`config.mk`:
```
export PLATFORM = sky130hd
export DESIGN_NAME = digit_pulse_gen
export DESIGN_NICKNAME = d
export VERILOG_FILES = /design/src/rtl/digit_pulse_gen.sv
export SDC_FILE = /design/constraint.sdc
export NUM_CORES = 1
export LEC_CHECK = 0
export CAP_MARGIN = 20
export CORE_MARGIN = 2
export CORE_UTILIZATION = 40
export DETAILED_ROUTE_END_ITERATION = 10
export PLACE_DENSITY = 0.71
export SYNTH_ARGS = -nofsm -noshare
export SYNTH_HDL_FRONTEND = slang
export SYNTH_SLANG_ARGS = --single-unit
```
`constraint.sdc`:
```
create_clock -name clk -period 1.3 [get_ports clk]
set_input_delay 0.13 -clock clk [delete_from_list [all_inputs] [get_ports clk]]
set_output_delay 0.13 -clock clk [all_outputs]
set_load 0.005 [all_outputs]
```
`src/rtl/digit_pulse_gen.sv`:
```
// Digit-pulse / minor-cycle timing generator. Runs whole major cycles under
// run/step control and decodes d0, d35, ev_d0, od_d0 and major-cycle markers.
module digit_pulse_gen #(
  parameter int DIGITS_PER_MC = 36,
  parameter int MC_PER_MAJOR  = 16,
  parameter int DW            = $clog2(DIGITS_PER_MC),
  parameter int MW            = $clog2(MC_PER_MAJOR)
) (
  input  logic          clk,
  input  logic          rst_n,
  input  logic          run,
  input  logic          step,
  output logic          running,
  output logic [DW-1:0] digit,
  output logic [MW-1:0] mc,
  output logic          d0,
  output logic          d35,
  output logic          ev_d0,
  output logic          od_d0,
  output logic          major_start,
  output logic          major_end
);

  localparam logic [DW-1:0] LAST_DIGIT = DW'(DIGITS_PER_MC - 1);
  localparam logic [MW-1:0] LAST_MC    = MW'(MC_PER_MAJOR - 1);

  // ST_SHOT is the single-shot flag (ss=1); ST_CONT is continuous running.
  typedef enum logic [1:0] {
    ST_IDLE = 2'd0,
    ST_CONT = 2'd1,
    ST_SHOT = 2'd2
  } state_t;

  state_t          r_state;
  state_t          w_state_nxt;
  logic [DW-1:0]   r_digit;
  logic [DW-1:0]   w_digit_nxt;
  logic [MW-1:0]   r_mc;
  logic [MW-1:0]   w_mc_nxt;
  logic            r_armed;
  logic            w_armed_nxt;

  always_ff @(posedge clk or negedge rst_n) begin
    if (!rst_n) begin
      r_state <= ST_IDLE;
      r_digit <= '0;
      r_mc    <= '0;
      r_armed <= 1'b1;
    end else begin
      r_state <= w_state_nxt;
      r_digit <= w_digit_nxt;
      r_mc    <= w_mc_nxt;
      r_armed <= w_armed_nxt;
    end
  end

  // r_armed blocks a step that is still held from restarting; it is set
  // again only after step is seen low while idle.
  always_comb begin
    w_state_nxt = r_state;
    w_digit_nxt = r_digit;
    w_mc_nxt    = r_mc;
    w_armed_nxt = r_armed;
    case (r_state)
      ST_IDLE: begin
        w_digit_nxt = '0;
        w_mc_nxt    = '0;
        if (!step) w_armed_nxt = 1'b1;
        if (run) begin
          w_state_nxt = ST_CONT;
        end else if (step && r_armed) begin
          w_state_nxt = ST_SHOT;
          w_armed_nxt = 1'b0;
        end
      end
      ST_CONT, ST_SHOT: begin
        if (r_digit == LAST_DIGIT) begin
          w_digit_nxt = '0;
          if (r_mc == LAST_MC) begin
            w_mc_nxt    = '0;
            w_state_nxt = run ? ST_CONT : ST_IDLE;
          end else begin
            w_mc_nxt = r_mc + MW'(1);
          end
        end else begin
          w_digit_nxt = r_digit + DW'(1);
        end
      end
      default: begin
        w_state_nxt = ST_IDLE;
        w_digit_nxt = '0;
        w_mc_nxt    = '0;
      end
    endcase
  end

  assign running     = (r_state != ST_IDLE);
  assign digit       = r_digit;
  assign mc          = r_mc;
  assign d0          = running && (r_digit == '0);
  assign d35         = running && (r_digit == LAST_DIGIT);
  assign ev_d0       = d0 && !r_mc[0];
  assign od_d0       = d0 && r_mc[0];
  assign major_start = d0 && (r_mc == '0);
  assign major_end   = d35 && (r_mc == LAST_MC);

endmodule

```
### Word level (Yosys, flattened, before mapping)

Cells that the tools add are included.

* multiplexer cells: 14
* reductions and logical operators: 14
* multipliers: 0
* magnitude comparators: 0
* bitwise gates (word level): 0
* eq/ne operators: 7
* add/subtract/negate cells: 2
* shift operators: 0
* div/mod/pow operators: 0

Operators with widths (count)
* two-way mux 4 bit: 3
* two-way mux 6 bit: 2
* two-way mux 2 bit: 4
* logical AND 1 bit: 7
* adder 6 x 1 -> 6 bit, second input constant: 1
* equality test 6 bit, second input constant: 1
* zero test 6 bit: 1
* adder 4 x 1 -> 4 bit, second input constant: 1
* equality test 4 bit, second input constant: 1
* zero test 4 bit: 1
* two-way mux 1 bit: 4
* != test 2 bit, second input constant: 2
* case mux 2 bit (2 select lines): 1
* != test 3 bit, second input constant: 1
* AND reduction 3 bit: 1
* equality test 2 x 1 -> 1 bit, second input constant: 1
* equality test 2 bit, second input constant: 1
* zero test 2 bit: 1
* nonzero test 2 bit: 1
* OR reduction 2 bit: 1
* zero test 1 bit: 1

* memory bits (read-only): 0
* bits in writable memories: 0
* logic and storage cells: 41
* bits in latches: 0
* input bits: 4
* register bits: 13
* memories: 0
* output and inout port bits: 17

### Depth between registers and ports, before layout

* depth in word-level cells: 4
* gate-level depth with buffers: 6
* mapped depth without buffers: 6

### Worst setup path before layout

OpenSTA, ideal clock, no wires.

* path kind: flip-flop to flip-flop
* start point: register r_digit[3] (netlist: digit[3])
* end point: register r_mc[3] (netlist: mc[3])
* library setup time: 0.076 ns
* data required time: 1.224 ns
* period minus slack after synthesis: 1.488 ns
* cell stages (with the launch flop): 5
* data arrival time: 1.412 ns
* path buffers: 0
* setup slack: -0.188 ns
* cells stage by stage: dfrtp_1 -> nor3_4 -> nand3_4 -> or4b_1 -> o21ai_1

* cells in the longest elaborated chain, start to end: 2

Ends and longest elaborated chain
* start: declaration: line 36 `logic [DW-1:0] r_digit;`
* start signal: assignment: line 51 `r_digit <= w_digit_nxt;`
* equality test 6 bit: line 77 `if (r_digit == LAST_DIGIT) begin`
* != test 2 bit (no source line)
* end signal: assignment: line 52 `r_mc <= w_mc_nxt;`
* end: declaration: line 38 `logic [MW-1:0] r_mc;`

Every way passes these cells.
A chain may end at the register's enable or synchronous reset.

### Worst setup path after layout

* start point: register r_state[1]
* end point: output major_start

* cells in the longest elaborated chain, start to end: 3

Ends and longest elaborated chain
* start: declaration: line 34 `state_t r_state;`
* start signal: assignment: line 50 `r_state <= w_state_nxt;`
* nonzero test 2 bit: line 97 `assign running = (r_state != ST_IDLE);`
* logical AND 1 bit: line 100 `assign d0 = running && (r_digit == '0);`
* logical AND 1 bit: line 104 `assign major_start = d0 && (r_mc == '0);`
* end: declaration: line 20 `output logic major_start,`

Every way passes these cells.

==> metrics list <==
* Run status: finished with violations
- Failing checks: negative setup slack
- In this run the cell area measured after placement is 0.00118 mm².
- At the worst endpoint, the required time is 1170 ps.
* Router iterations before antenna repair: 4
* Critical path's slowest cell: sky130_fd_sc_hd__dfrtp_1
* Most common cell after layout, fill and taps aside: sky130_fd_sc_hd__buf_4
- STA classifies the critical path endpoint as an output pin.
- Max frequency: 0.594 GHz
- Setup skew after layout: 5.40 ps
* Number of levels in the clock H-tree: 1
- TritonCTS sink count: 13
* Final core utilization: 78.9%
- The number of antenna violations at the first check in global routing was 0.
- After routing the design area is 0.00138 mm².
- Grt total ovfl: 0
* Xor-xnor portion of the synthesized cell area: 5.82%
- Global routing usage summed across all routing layers: 22.6%
- Routability-driven placement finished with a final weighted congestion of 0.830.
- Final count of hold timing violations: 0
- Cell-by-cell listing of the critical path: inv_2, ha_4, nor2_4, nand3_2, buf_6, nor4b_2, buf_2
- Max-cap violation count: 0
- CTS clock-pin slew for the worst setup and hold paths: 90 ps
* Count of endpoints failing setup in the final report: 17
- Iteration-0 DRC count of the detailed router: 9
- Power spread over the standard cell area amounts to 1570 mW/mm².
- Grt peak-use layer: met2
* Initial Utilization: 43.1%
* Leading cell types in the layout, fill and taps excluded: sky130_fd_sc_hd__buf_4 (31), sky130_fd_sc_hd__dfrtp_1 (12), sky130_fd_sc_hd__buf_6 (11)
- The clock network is responsible for 12.2% of the overall power.
* Insertion delay to the later sink of the worst-skew pair: 290 ps
- The region available for standard cell placement spans 0.00175 mm².
- Number of pins with negative max-slew slack in the final report: 0
* Highest ir drop seen on vdd: 1100 µV
- Avg Inst Size Synth: 9.64 µm²
* Transition time of the tightest slew-check pin: 183 ps
- Count of antenna diodes in the layout: 0
* Placed wire-length estimate: 1400 µm
* Share of the yosys chip area belonging to registers: 43.4%
- The area growth from synthesis to layout is 83.2%.
- At the placement stage, the worst setup path has a slack of -424 ps.
- Sequential cell fraction of total power: 24.9%
- The final layout contains 154 nets.
* Critical path launch point type: flip-flop
* # port buffers: 20
- Netlist cell types: 28
- Final worst path period share: 129%
* Die area: 0.00224 mm²
* Number of buffers created by CTS: 3
- Layout cells sized above 1: 52.4%
- The sequential cells in the finished layout cover a total of 327 µm².
- Combined area of the multi-input logic cells: 463 µm²
- Met2 Resource Use GR: 38.6%
- Number of storage elements in the synthesis netlist: 13
- Post-synthesis compound-gate area fraction: 5.32%
- The finished layout holds 168 standard cells, fillers aside.
* Setup repair after global routing missed its margin: yes
- The initialized floorplan defines 15 standard-cell rows.
- After layout, the worst setup slack is -383 ps.
- Counting along the longest clock path gives a buffer depth of 2.
- In this run the worst path has a maximum fanout of 2.
- CP Data Arrival Time: 1550 ps
* Highest cell delay on the worst timing path: 370 ps
- In the final routed layout, each cell accounts on average for 14.8 µm.
- For this run, design rule violations remaining after detail routing come to 0.
* Post-Synthesis Net Count: 88
* Rel. slew slack: 87.7%
- First-pass GRT wire length: 3450 µm
- Number of I/O pins: 21
- In this run the static leakage power is 0.703 nW.
- Count of nets left with antenna violations after detail routing: 0
- Combinational family with the most area after synthesis: simple AND/OR/NAND/NOR gates
- Entering global routing, the biggest net connects 14 pins.
- In the routed layout, each cell is associated on average with a via count of 4.99.
- Post-synthesis instance area: 752 µm²
* GR Layer Usage met1: 27.7%
- Type of the most critical hold path: in -> async
- Switching portion of total power: 36.7%
* Minimum clock period after layout: 1680 ps
- Combinational logic burns 62.9% of the power.
- Number of cells produced by synthesis: 78
* Post-placement cell count: 149
- Vias: 838
- The floorplan step set the die width to 47.4 µm.
- Multiplexer area fraction after synthesis: 4.33%
- The analysis attributes to net switching a power of 0.796 mW.
* Cell Int Power: 1.37 mW
- Adder and majority gate portion of the synthesized area: 9.98%
* Worst setup path category: reg -> out
* Synth warnings: 0
* Share of synthesized cell area in and, or, nand and nor gates: 26.5%
* Clock tree from TritonCTS: built
- Met3 track demand over resource: 2.69%
- Vias in the first global route: 816
- Total Wirelength: 2490 µm
- The tree is rooted in a sky130_fd_sc_hd__clkbuf_4.
- The die is 47.4 µm tall.
* Count of fill cells added during filler insertion: 117
area by class of cell:
cell class	instances	share of cell area, %
Timing Repair Buffer	62	36.3
Multi-Input combinational cell	56	33.6
Sequential cell	13	23.7
Tap cell	25	2.27
Inverter	8	2.18
Clock buffer	4	1.91
metal layers:
metal	vias to the layer above	part of all wire (%)	routed length (µm)
met5	-	0	0
met4	0	3.0	75
met3	9	3.3	81
met2	24	53	1310
met1	416	41	1020
li1	389	-	-
power by group through the flow:
stage / Sequential [mW] / Combinational [mW] / Clock [mW]
2_1_floorplan: 0.552 / 0.432 / 0
3_3_place_gp: 0.535 / 0.988 / 0
3_5_place_dp: 0.538 / 1.01 / 0
4_1_cts: 0.526 / 1.12 / 0.267
5_1_grt: 0.545 / 1.46 / 0.288
6_report: 0.539 / 1.36 / 0.265
final timing paths:
check,start,to,slack [ps],cells after the start
worst max-delay path,r_state[1]$_DFFE_PN0P_,major_start,-380,7
worst min-delay path,rst_n,mc[0]$_DFFE_PN0P_,150,2
worst max register to register,digit[4]$_DFF_PN0_,mc[3]$_DFFE_PN0P_,-330,6
worst min register to register,r_armed$_DFFE_PN1P_,r_armed$_DFFE_PN1P_,510,2
max in group asynchronous,rst_n,r_armed$_DFFE_PN1P_,910,2
min in group clk,step,r_armed$_DFFE_PN1P_,450,2
stage by stage:
step	total power [mW]	hold WS [ps]	TNS [ps]
6_report	2.17	151	-4090
5_1_grt	2.29	181	-4940
4_1_cts	1.91	155	-3080
3_5_place_dp	1.55	454	-3150
3_3_place_gp	1.52	459	-2880
2_1_floorplan	0.984	-166	-457
kinds of logic after synthesis:
family	count (synthesis)
AOI/OAI and AO/OA	7
xor gates and xnor gates	5
adders and majority gates	6
buffers and inverters	9
DFF	13
muxes	3
and+or+nand+nor	35
flip-flops by register name, summed over array words and instances, names as in the netlist:
name	count
r_state	2
mc	4
digit	6
r_armed	1
worst max-delay path: cells and delay by family (launching register included):
family	cells	cell delay, ps
flip-flops	1	370
AND/OR/NAND/NOR	3	400
buffers and inverters	3	340
adder cells (fa/ha/maj)	1	160
synthesized netlist by cell type:
library cell,n,share of area [%]
sky130_fd_sc_hd__and3_1,1,0.83
sky130_fd_sc_hd__xor2_1,1,1.2
sky130_fd_sc_hd__a21o_1,1,1.0
sky130_fd_sc_hd__and2_1,3,2.5
sky130_fd_sc_hd__dfrtp_1,12,40
sky130_fd_sc_hd__nand2_1,5,2.5
sky130_fd_sc_hd__mux2_2,2,3.0
sky130_fd_sc_hd__a21boi_1,1,1.0
sky130_fd_sc_hd__a21oi_1,2,1.3
sky130_fd_sc_hd__nor2b_1,1,0.83
sky130_fd_sc_hd__nand3_1,5,3.3
sky130_fd_sc_hd__nand3_4,1,2.3
sky130_fd_sc_hd__or4b_1,1,1.3
sky130_fd_sc_hd__nor4b_1,1,1.2
sky130_fd_sc_hd__nor3_4,1,2.2
sky130_fd_sc_hd__nor2_1,11,5.5
sky130_fd_sc_hd__o21ai_0,2,1.3
sky130_fd_sc_hd__clkbuf_2,1,0.66
sky130_fd_sc_hd__dfstp_2,1,3.5
sky130_fd_sc_hd__or3_1,1,0.83
sky130_fd_sc_hd__nand2b_1,1,0.83
sky130_fd_sc_hd__nand4_1,2,1.7
sky130_fd_sc_hd__ha_1,6,10
sky130_fd_sc_hd__inv_1,8,4.0
sky130_fd_sc_hd__o21ai_1,1,0.66
sky130_fd_sc_hd__nor3_1,1,0.66
sky130_fd_sc_hd__xnor2_1,4,4.7
sky130_fd_sc_hd__mux2i_1,1,1.3
repair_timing:
action | 4_1_cts | 5_1_grt
buffers inserted | 11 | 4
hold buffers | 0 | 0
endpoints found under the setup margin | 26 | 24
pin swaps | 10 | 7
gates resized for setup | 54 | 16
(Power assumes the default switching activity.)
